<file path="config.mk">
export PLATFORM = sky130hd
export DESIGN_NAME = fifo_stream_adapter_flat
export DESIGN_NICKNAME = d
export VERILOG_FILES = /design/src/rtl/fifo_stream_adapter_if.sv /design/src/rtl/fifo_stream_adapter.sv /design/src/flat_wrapper.sv
export SDC_FILE = /design/constraint.sdc
export NUM_CORES = 1
export LEC_CHECK = 0
export ABC_AREA = 1
export ABC_CLOCK_PERIOD_IN_PS = 2300
export BUFFER_PORTS_ARGS = -buffer_cell sky130_fd_sc_hd__buf_2
export CORE_UTILIZATION = 44
export DETAILED_ROUTE_END_ITERATION = 10
export GPL_ROUTABILITY_DRIVEN = 0
export PLACE_DENSITY_LB_ADDON = 0.05
export RECOVER_POWER = 25
export SETUP_SLACK_MARGIN = 0.1
export SKIP_CTS_REPAIR_TIMING = 1
export SYNTH_ARGS = -nofsm -noshare
export SYNTH_HDL_FRONTEND = slang
export SYNTH_SLANG_ARGS = --single-unit
</file>
<file path="constraint.sdc">
create_clock -name clk -period 2.3 [get_ports clk]
set_input_delay 0.46 -clock clk [delete_from_list [all_inputs] [get_ports clk]]
set_output_delay 0.46 -clock clk [all_outputs]
set_load 0.01 [all_outputs]
</file>
<file path="src/rtl/fifo_stream_adapter_if.sv">
// Stream adapter bus: FIFO read port plus valid/ready stream.
// slave = adapter side, master = FIFO/consumer side.
interface fifo_stream_adapter_if #(
  parameter int DWIDTH    = 16,
  parameter int BUF_DEPTH = 4
);
  localparam int LW = $clog2(BUF_DEPTH) + 1;

  logic              i_flush;
  logic              o_pop;
  logic              i_fifo_empty;
  logic [DWIDTH-1:0] i_fifo_data;
  logic              i_fifo_vld;
  logic              o_valid;
  logic [DWIDTH-1:0] o_data;
  logic              i_ready;
  logic [LW-1:0]     o_level;
  logic              o_err;

  modport slave (
    input  i_flush,
    input  i_fifo_empty,
    input  i_fifo_data,
    input  i_fifo_vld,
    input  i_ready,
    output o_pop,
    output o_valid,
    output o_data,
    output o_level,
    output o_err
  );

  modport master (
    output i_flush,
    output i_fifo_empty,
    output i_fifo_data,
    output i_fifo_vld,
    output i_ready,
    input  o_pop,
    input  o_valid,
    input  o_data,
    input  o_level,
    input  o_err
  );
endinterface

</file>
<file path="src/rtl/fifo_stream_adapter.sv">
// Turns a fixed-latency FIFO read port into a valid/ready stream.
// Ports: clk, rst_n (sync, active-low), bus (slave modport).
module fifo_stream_adapter #(
  parameter int DWIDTH    = 16,
  parameter int RD_LAT    = 3,
  parameter int BUF_DEPTH = 4
) (
  input logic                  clk,
  input logic                  rst_n,
  fifo_stream_adapter_if.slave bus
);
  localparam int PW = $clog2(BUF_DEPTH);
  localparam int LW = PW + 1;
  localparam int CW = LW + 4;

  logic [DWIDTH-1:0] mem_q [BUF_DEPTH];
  logic [DWIDTH-1:0] mem_d [BUF_DEPTH];
  logic [PW-1:0]     wr_ptr_q, wr_ptr_d;
  logic [PW-1:0]     rd_ptr_q, rd_ptr_d;
  logic [LW-1:0]     level_q, level_d;
  logic [RD_LAT-1:0] pend_q, pend_d;
  logic [2:0]        drop_cnt_q, drop_cnt_d;
  logic              err_q, err_d;

  logic [3:0] inflight;
  logic       credit;
  logic       pop;
  logic       drop_act;
  logic       matched;
  logic       full;
  logic       rd_fire;
  logic       wr_try;
  logic       wr_en;
  logic       err_set;

  always_comb begin
    inflight = '0;
    for (int i = 0; i < RD_LAT; i++) begin
      inflight = inflight + {3'd0, pend_q[i]};
    end
  end

  // Slots are reserved at pop time and freed when
  // the pop bit leaves pend, even if no data came.
  assign credit = (CW'(level_q) + CW'(inflight))
                < CW'(BUF_DEPTH);
  assign pop = rst_n & ~bus.i_flush
             & ~bus.i_fifo_empty & credit;

  assign drop_act = (drop_cnt_q != 3'd0);
  assign matched  = |pend_q;
  assign full     = (level_q == LW'(BUF_DEPTH));
  assign rd_fire  = (level_q != '0) & bus.i_ready;
  assign wr_try   = bus.i_fifo_vld & ~drop_act;
  assign wr_en    = wr_try & matched
                  & (~full | rd_fire);
  assign err_set  = wr_try
                  & (~matched | (full & ~rd_fire));

  always_comb begin
    mem_d      = mem_q;
    wr_ptr_d   = wr_ptr_q;
    rd_ptr_d   = rd_ptr_q;
    level_d    = level_q;
    pend_d     = (pend_q << 1) | RD_LAT'(pop);
    drop_cnt_d = drop_cnt_q;
    err_d      = err_q | err_set;

    if (drop_act) begin
      drop_cnt_d = drop_cnt_q - 3'd1;
    end
    if (wr_en) begin
      mem_d[wr_ptr_q] = bus.i_fifo_data;
      wr_ptr_d        = wr_ptr_q + 1'b1;
    end
    if (rd_fire) begin
      rd_ptr_d = rd_ptr_q + 1'b1;
    end
    unique case ({wr_en, rd_fire})
      2'b10:   level_d = level_q + 1'b1;
      2'b01:   level_d = level_q - 1'b1;
      default: level_d = level_q;
    endcase

    // Flush overrides every update above.
    if (bus.i_flush) begin
      wr_ptr_d   = '0;
      rd_ptr_d   = '0;
      level_d    = '0;
      pend_d     = '0;
      drop_cnt_d = 3'(RD_LAT);
      err_d      = 1'b0;
    end
  end

  always_ff @(posedge clk) begin
    if (!rst_n) begin
      for (int i = 0; i < BUF_DEPTH; i++) begin
        mem_q[i] <= '0;
      end
      wr_ptr_q   <= '0;
      rd_ptr_q   <= '0;
      level_q    <= '0;
      pend_q     <= '0;
      drop_cnt_q <= '0;
      err_q      <= 1'b0;
    end else begin
      mem_q      <= mem_d;
      wr_ptr_q   <= wr_ptr_d;
      rd_ptr_q   <= rd_ptr_d;
      level_q    <= level_d;
      pend_q     <= pend_d;
      drop_cnt_q <= drop_cnt_d;
      err_q      <= err_d;
    end
  end

  assign bus.o_pop   = pop;
  assign bus.o_valid = (level_q != '0);
  assign bus.o_data  = mem_q[rd_ptr_q];
  assign bus.o_level = level_q;
  assign bus.o_err   = err_q;

endmodule

</file>
<file path="src/flat_wrapper.sv">
// flat-port wrapper written by rule: the top's interface ports become plain ports
module fifo_stream_adapter_flat 
#(
  parameter int DWIDTH    = 16,
  parameter int RD_LAT    = 3,
  parameter int BUF_DEPTH = 4
)
  (clk, rst_n, bus_i_flush, bus_i_fifo_empty, bus_i_fifo_data, bus_i_fifo_vld, bus_i_ready, bus_o_pop, bus_o_valid, bus_o_data, bus_o_level, bus_o_err);
  fifo_stream_adapter_if #(.DWIDTH(DWIDTH), .BUF_DEPTH(BUF_DEPTH)) bus_i ();
  input logic clk;
  input logic rst_n;
  input wire logic [$bits(bus_i.i_flush)-1:0] bus_i_flush;
  input wire logic [$bits(bus_i.i_fifo_empty)-1:0] bus_i_fifo_empty;
  input wire logic [$bits(bus_i.i_fifo_data)-1:0] bus_i_fifo_data;
  input wire logic [$bits(bus_i.i_fifo_vld)-1:0] bus_i_fifo_vld;
  input wire logic [$bits(bus_i.i_ready)-1:0] bus_i_ready;
  output wire logic [$bits(bus_i.o_pop)-1:0] bus_o_pop;
  output wire logic [$bits(bus_i.o_valid)-1:0] bus_o_valid;
  output wire logic [$bits(bus_i.o_data)-1:0] bus_o_data;
  output wire logic [$bits(bus_i.o_level)-1:0] bus_o_level;
  output wire logic [$bits(bus_i.o_err)-1:0] bus_o_err;
  assign bus_i.i_flush = bus_i_flush;
  assign bus_i.i_fifo_empty = bus_i_fifo_empty;
  assign bus_i.i_fifo_data = bus_i_fifo_data;
  assign bus_i.i_fifo_vld = bus_i_fifo_vld;
  assign bus_i.i_ready = bus_i_ready;
  assign bus_o_pop = bus_i.o_pop;
  assign bus_o_valid = bus_i.o_valid;
  assign bus_o_data = bus_i.o_data;
  assign bus_o_level = bus_i.o_level;
  assign bus_o_err = bus_i.o_err;
  fifo_stream_adapter #(.DWIDTH(DWIDTH), .RD_LAT(RD_LAT), .BUF_DEPTH(BUF_DEPTH)) u_core (.clk(clk), .rst_n(rst_n), .bus(bus_i));
endmodule
</file>
# After elaboration in Yosys (flattened, before gate mapping)
# Cells that the tools add are included.
totals:
  ff_bits: 78
  latchBits: 0
  ram_bits: 0
  mem_bits_ro: 0
  inputBits: 22
  output_inout_bits: 22
  word_cells: 64
  memories: 0
op_classes:
  add_sub_neg: 8
  mul: 0
  div: 0
  order_cmp: 4
  n_eq_ne: 3
  shift: 0
  mux: 9
  bitwise: 22
  n_reduce_logical: 7
ops:
  columns: ["operator", "count"]
  rows:
  - ["$bwmux 64", 1]
  - ["$mux 16", 3]
  - ["$bmux 16 s2", 1]
  - ["$demux 16 s2", 1]
  - ["$and 1x1->1", 9]
  - ["$lt 7x3->1 const B", 1]
  - ["$not 1->1", 7]
  - ["$ge 3x3->1 const B", 2]
  - ["$not 2->3", 2]
  - ["$pmux 3 s2", 1]
  - ["$reduce_bool 3->1", 2]
  - ["$sub 3x1->3 const B", 2]
  - ["$add 3x4->5", 1]
  - ["$add 2x1->2 const B", 2]
  - ["$add 4x1->4", 1]
  - ["$mux 2", 2]
  - ["$reduce_bool 2->1", 2]
  - ["$add 3x1->3 const B", 1]
  - ["$eq 3x3->1 const B", 1]
  - ["$lt 3x1->1 const B", 1]
  - ["$or 1x1->1", 3]
  - ["$or 3x1->3", 1]
  - ["$reduce_or 3->1", 1]
  - ["$add 1x1->2", 1]
  - ["other kinds (4)", 4]

# Depth between registers and ports, before layout
depth:
  depth_word: 7
  depth_mapped: 15
  ltp_nobuf: 14

# Least setup slack after synthesis
# Ideal clock, no wire load.
synth_timing:
  path_type: "reg2out"
  startpoint: "register u_core.pend_q[0]"
  endpoint: "output bus_o_pop"
  arrival_time_ns: 1.824
  required_time_ns: 1.840
  slack_ns: 0.016
  path_stages_with_launch: 9
  path_buffers: 0
  cell_sequence: "dfxtp_1 inv_1 ha_1 ha_1 ha_1 ha_1 nor2_1 nand2_1 nor4_1"
synth_between:
  elab_chain_len: 5
synth_lines:
  columns: ["item", "line_no", "rtl"]
  rows:
  - ["start: declaration", "fifo_stream_adapter.sv:21", "logic [RD_LAT-1:0] pend_q, pend_d;"]
  - ["start signal: assignment", "fifo_stream_adapter.sv:112", "pend_q <= pend_d;"]
  - ["$add 1x1->2", "fifo_stream_adapter.sv:39", "inflight = inflight + {3'd0, pend_q[i]};"]
  - ["$add 4x1->4", "fifo_stream_adapter.sv:39", null]
  - ["$add 3x4->5", "fifo_stream_adapter.sv:45", "assign credit = (CW'(level_q) + CW'(inflight))"]
  - ["$lt 7x3->1", "fifo_stream_adapter.sv:46", "< CW'(BUF_DEPTH);"]
  - ["$and 1x1->1", "fifo_stream_adapter.sv:48", "& ~bus.i_fifo_empty & credit;"]
  - ["end: declaration", "flat_wrapper.sv:17", "output wire logic [$bits(bus_i.o_pop)-1:0] bus_o_pop;"]
# Every way passes these cells.

# Worst setup path after layout
layout_timing:
  startpoint: "register u_core.pend_q[1]"
  endpoint: "output bus_o_pop"
# The elaborated chain is that of the path after synthesis.

==> results.rst <==
.. list-table::
   :header-rows: 1

   * - Metric
     - Value
   * - Outcome
     - finished with violations
   * - Violations in the final reports
     - setup timing
   * - Post-route fraction of the period consumed by the critical path
     - 109%
   * - Antenna Cells
     - 0
   * - Buffer and inverter count on the worst path
     - 2
   * - Setup repair after global routing missed its margin
     - true
   * - Cell area after synthesis
     - 4480 sq um
   * - CP arrival
     - 2040 ps
   * - Routed vias/inst
     - 4.73
   * - Kind of critical path
     - register to output pin
   * - Simple-gate portion of the synthesized area
     - 32.3%
   * - Syn_nets
     - 734
   * - Number of pins with negative max-slew slack in the final report
     - 0
   * - Top library cells by usage in the layout, fill and taps aside
     - 156 x nand2_1, 155 x inv_1, 76 x dfxtp_1
   * - Critical register-to-register path startpoint
     - u_core.pend_q[1]
   * - Quantity of I/O buffers inserted on ports
     - 43
   * - Standard cell with the maximum stage delay on the critical path
     - dfxtp_2
   * - Hold/Removal Path Class
     - input port to register
   * - Internal reg-to-reg setup slack
     - 260 ps
   * - Worst setup endpoint
     - bus_o_pop
   * - IR drop worst, VDD
     - 276 uV
   * - Post-synthesis cell count
     - 697
   * - Ys Warns
     - 0
   * - Row count
     - 36
   * - Most frequent standard cell in the layout excluding fill and tap cells
     - nand2_1
   * - Mux cell area share after synthesis
     - 0%
   * - Largest family of logic cells by synthesized area
     - simple AND/OR/NAND/NOR gates
   * - Initial drt markers
     - 189
   * - Average detailed-routed wire length per instance
     - 13.0 um
   * - Power density over cell area
     - 542 nW/um^2
   * - Number of stages on the worst setup path
     - 9
   * - Slew margin rel.
     - 47.5%
   * - Width of the die
     - 103 um
   * - CTS tree
     - done
   * - Number of failing hold endpoints at the final stage
     - 0
   * - Flops & latches, synth
     - 78
   * - Initial Util
     - 45.6%
   * - Worst flop-to-flop path endpoint
     - u_core.bus.o_level[2]
   * - Cell types occupying the most area after synthesis
     - dfxtp_1 35%, inv_1 13%, nand2_1 13%
   * - Routed vias
     - 4111
   * - Adder-Cell Fraction of Synth Area
     - 4.52%
   * - Overall die height
     - 103 um
   * - Clk_lat worst skew
     - 350 ps
   * - Share of the synthesized area in compound gates (AO/OA/AOI/OAI)
     - 8.71%
   * - Static Leakage
     - 0.00251 uW
   * - Number of antenna violations at the first check in global routing
     - 0
   * - Time the worst path needs with I/O delays and setup
     - 2500 ps
   * - Number of levels the H-tree was split into
     - 3
   * - CP max stage delay
     - 340 ps
   * - Reported max-cap violation count
     - 0
   * - CP most frequent cell
     - ha_4
   * - Startpoint kind of the worst setup timing path
     - register
   * - Signed area change from the synthesized netlist to the final layout
     - 14.4%
   * - Setup Skew
     - 7.56 ps
   * - Sum of routed wire length over all layers
     - 11.3 mm
   * - Die area
     - 10600 sq um
   * - Fraction of post-synthesis cell area in the top cell type by area
     - 34.8%
   * - Transition at the pin with the smallest max-transition slack
     - 787 ps
   * - Clock Path Buffers
     - 2
   * - Number of buffers created by CTS
     - 9
   * - Number of failing setup endpoints in the final timing report
     - 1
   * - Layout cells sized above 1
     - 16.0%
   * - Final worst setup slack
     - -204 ps
   * - DR pass1 iterations
     - 4
   * - Top-level I/O count
     - 44
   * - DP HPWL
     - 7.22 mm
   * - Net total in the final layout
     - 769
   * - CTS clock-pin slew for the worst setup and hold paths
     - 80 ps
   * - Root buf cell
     - clkbuf_8
   * - DRC violations left
     - 0
   * - Highest fanout seen on the critical path
     - 2
   * - Sum of internal, switching and leakage power
     - 2780 uW
   * - Sink count of the clock tree
     - 78
   * - Post-route antenna net violation count
     - 0
   * - Count of different cell masters after synthesis
     - 24
   * - Ordered list of cells on the worst path
     - inv_2 -> ha_4 -> ha_4 -> ha_4 -> ha_4 -> nor2_4 -> nand2_2 -> nor4_2 -> buf_2
   * - Endpoint type of the worst setup path
     - output pin
   * - Hold Worst Slack
     - 384 ps
   * - CP top delay family
     - adder cells
   * - Worst EP required
     - 1840 ps
   * - Vias in the first global route
     - 3660
   * - Global-route wire length before repair
     - 18.1 mm
   * - Fraction of synthesized cell area in xor and xnor cells
     - 0.195%
   * - Worst R2R Path Depth
     - 13
   * - Placeable core region
     - 9820 sq um
   * - Post-synthesis average cell area
     - 6.43 sq um
   * - Total gr overflow
     - 0
   * - Crit path from
     - u_core.pend_q[1]
   * - Fmax
     - 399 MHz
   * - Overall Global Routing Usage
     - 22.5%
   * - Library cell with the largest summed area after synthesis
     - dfxtp_1
   * - Sequential share of the synthesized area
     - 34.8%
   * - Pin count of the biggest net entering global routing
     - 72
-- cell type report --
| class | instances | area, sq um |
|---|---|---|
| Timing Repair Buffer | 68 | 410 |
| Tap cell | 133 | 166 |
| Clock inverter | 4 | 70.1 |
| Inverter | 168 | 631 |
| Fill cell | 1037 | 4690 |
| Clock buffer | 11 | 151 |
| Sequential cell | 78 | 1560 |
| Multi-Input combinational cell | 407 | 2140 |
-- worst register-to-register path: stages, from the launching register on --
cell and delay (ps):
dfxtp_2 330, inv_2 70, ha_4 130, inv_1 40
nor2_2 180, nor2_8 60, nand2_1 120, ha_1 190
inv_1 70, fa_1 380, nand2_1 80, nand3_1 90
o21ai_0 150, a21oi_1 60
-- synthesized netlist by cell type --
| cell type | count |
|---|---|
| o21ai_0 | 23 |
| nor2_1 | 74 |
| fa_1 | 2 |
| buf_1 | 8 |
| buf_2 | 9 |
| a21oi_1 | 55 |
| inv_2 | 11 |
| dfxtp_1 | 78 |
| nand4_1 | 64 |
| nand2_1 | 157 |
| clkbuf_1 | 16 |
| inv_1 | 157 |
| xnor2_1 | 1 |
| ha_1 | 13 |
| buf_4 | 5 |
| buf_6 | 6 |
| nor4_1 | 2 |
| nand3_4 | 5 |
| nand2_4 | 1 |
| nor3_1 | 2 |
| or2_2 | 1 |
| nor2_8 | 1 |
| nand3_1 | 4 |
| nor2_2 | 2 |
-- worst min path at each step --
stage | endpoint | slack (ps) | cells after the start | startpoint
after detailed placement | u_core.pend_q[2] | 460 | 2 | u_core.pend_q[1]
after global routing | u_core.pend_q[0] | 380 | 4 | bus_i_fifo_empty
final | u_core.pend_q[0] | 380 | 4 | bus_i_fifo_empty
after floorplan | u_core.rd_ptr_q[1] | 470 | 3 | u_core.rd_ptr_q[1]
after global placement | u_core.pend_q[2] | 440 | 2 | u_core.pend_q[1]
after CTS | u_core.pend_q[0] | 380 | 4 | bus_i_fifo_empty
-- cells by family (layout without fill, tap and decap cells) --
family	count (synthesis)	after routing
flip-flops	78	78
XOR/XNOR	1	1
AND/OR/NAND/NOR	313	313
adder cells (fa/ha/maj)	15	15
AO/OA/AOI/OAI	78	78
buffers and inverters	212	251
-- power breakdown --
part           total, uW  switching (uW)  internal, uW  leakage [uW]
clock               1170             512           662      0.000115
sequential          1370            8.47          1370      0.000631
combinational        230             146          83.3       0.00176
total               2780             667          2110       0.00251
-- stage by stage --
stage	setup TNS [ps]	std cells	area (sq um)	utilization [%]	setup slack [ps]
detailed placement	0	854	4820	49.1	57.9
global placement	0	854	4820	49.1	104
global route	-275	869	5130	52.2	-275
floorplan	0	697	4490	-	128
finish	-204	869	5130	52.2	-204
CTS	-338	869	5040	51.3	-338
-- sequential cells by signal (all words and copies together), names as in the netlist --
name / cells
u_core.wr_ptr_q: 2
u_core.mem_q: 64
u_core.pend_q: 3
u_core.rd_ptr_q: 2
u_core.bus.o_err: 1
u_core.bus.o_level: 3
u_core.drop_cnt_q: 3
-- per-layer routing --
metal	wire length (um)	global-route usage [%]	part of all wire (%)
met1	5470	30.4	48
met2	5120	35.7	45
met3	575	4.14	5.1
met4	163	8.02	1.4
met5	0	0	0
Power figures use the tool's default switching activity.
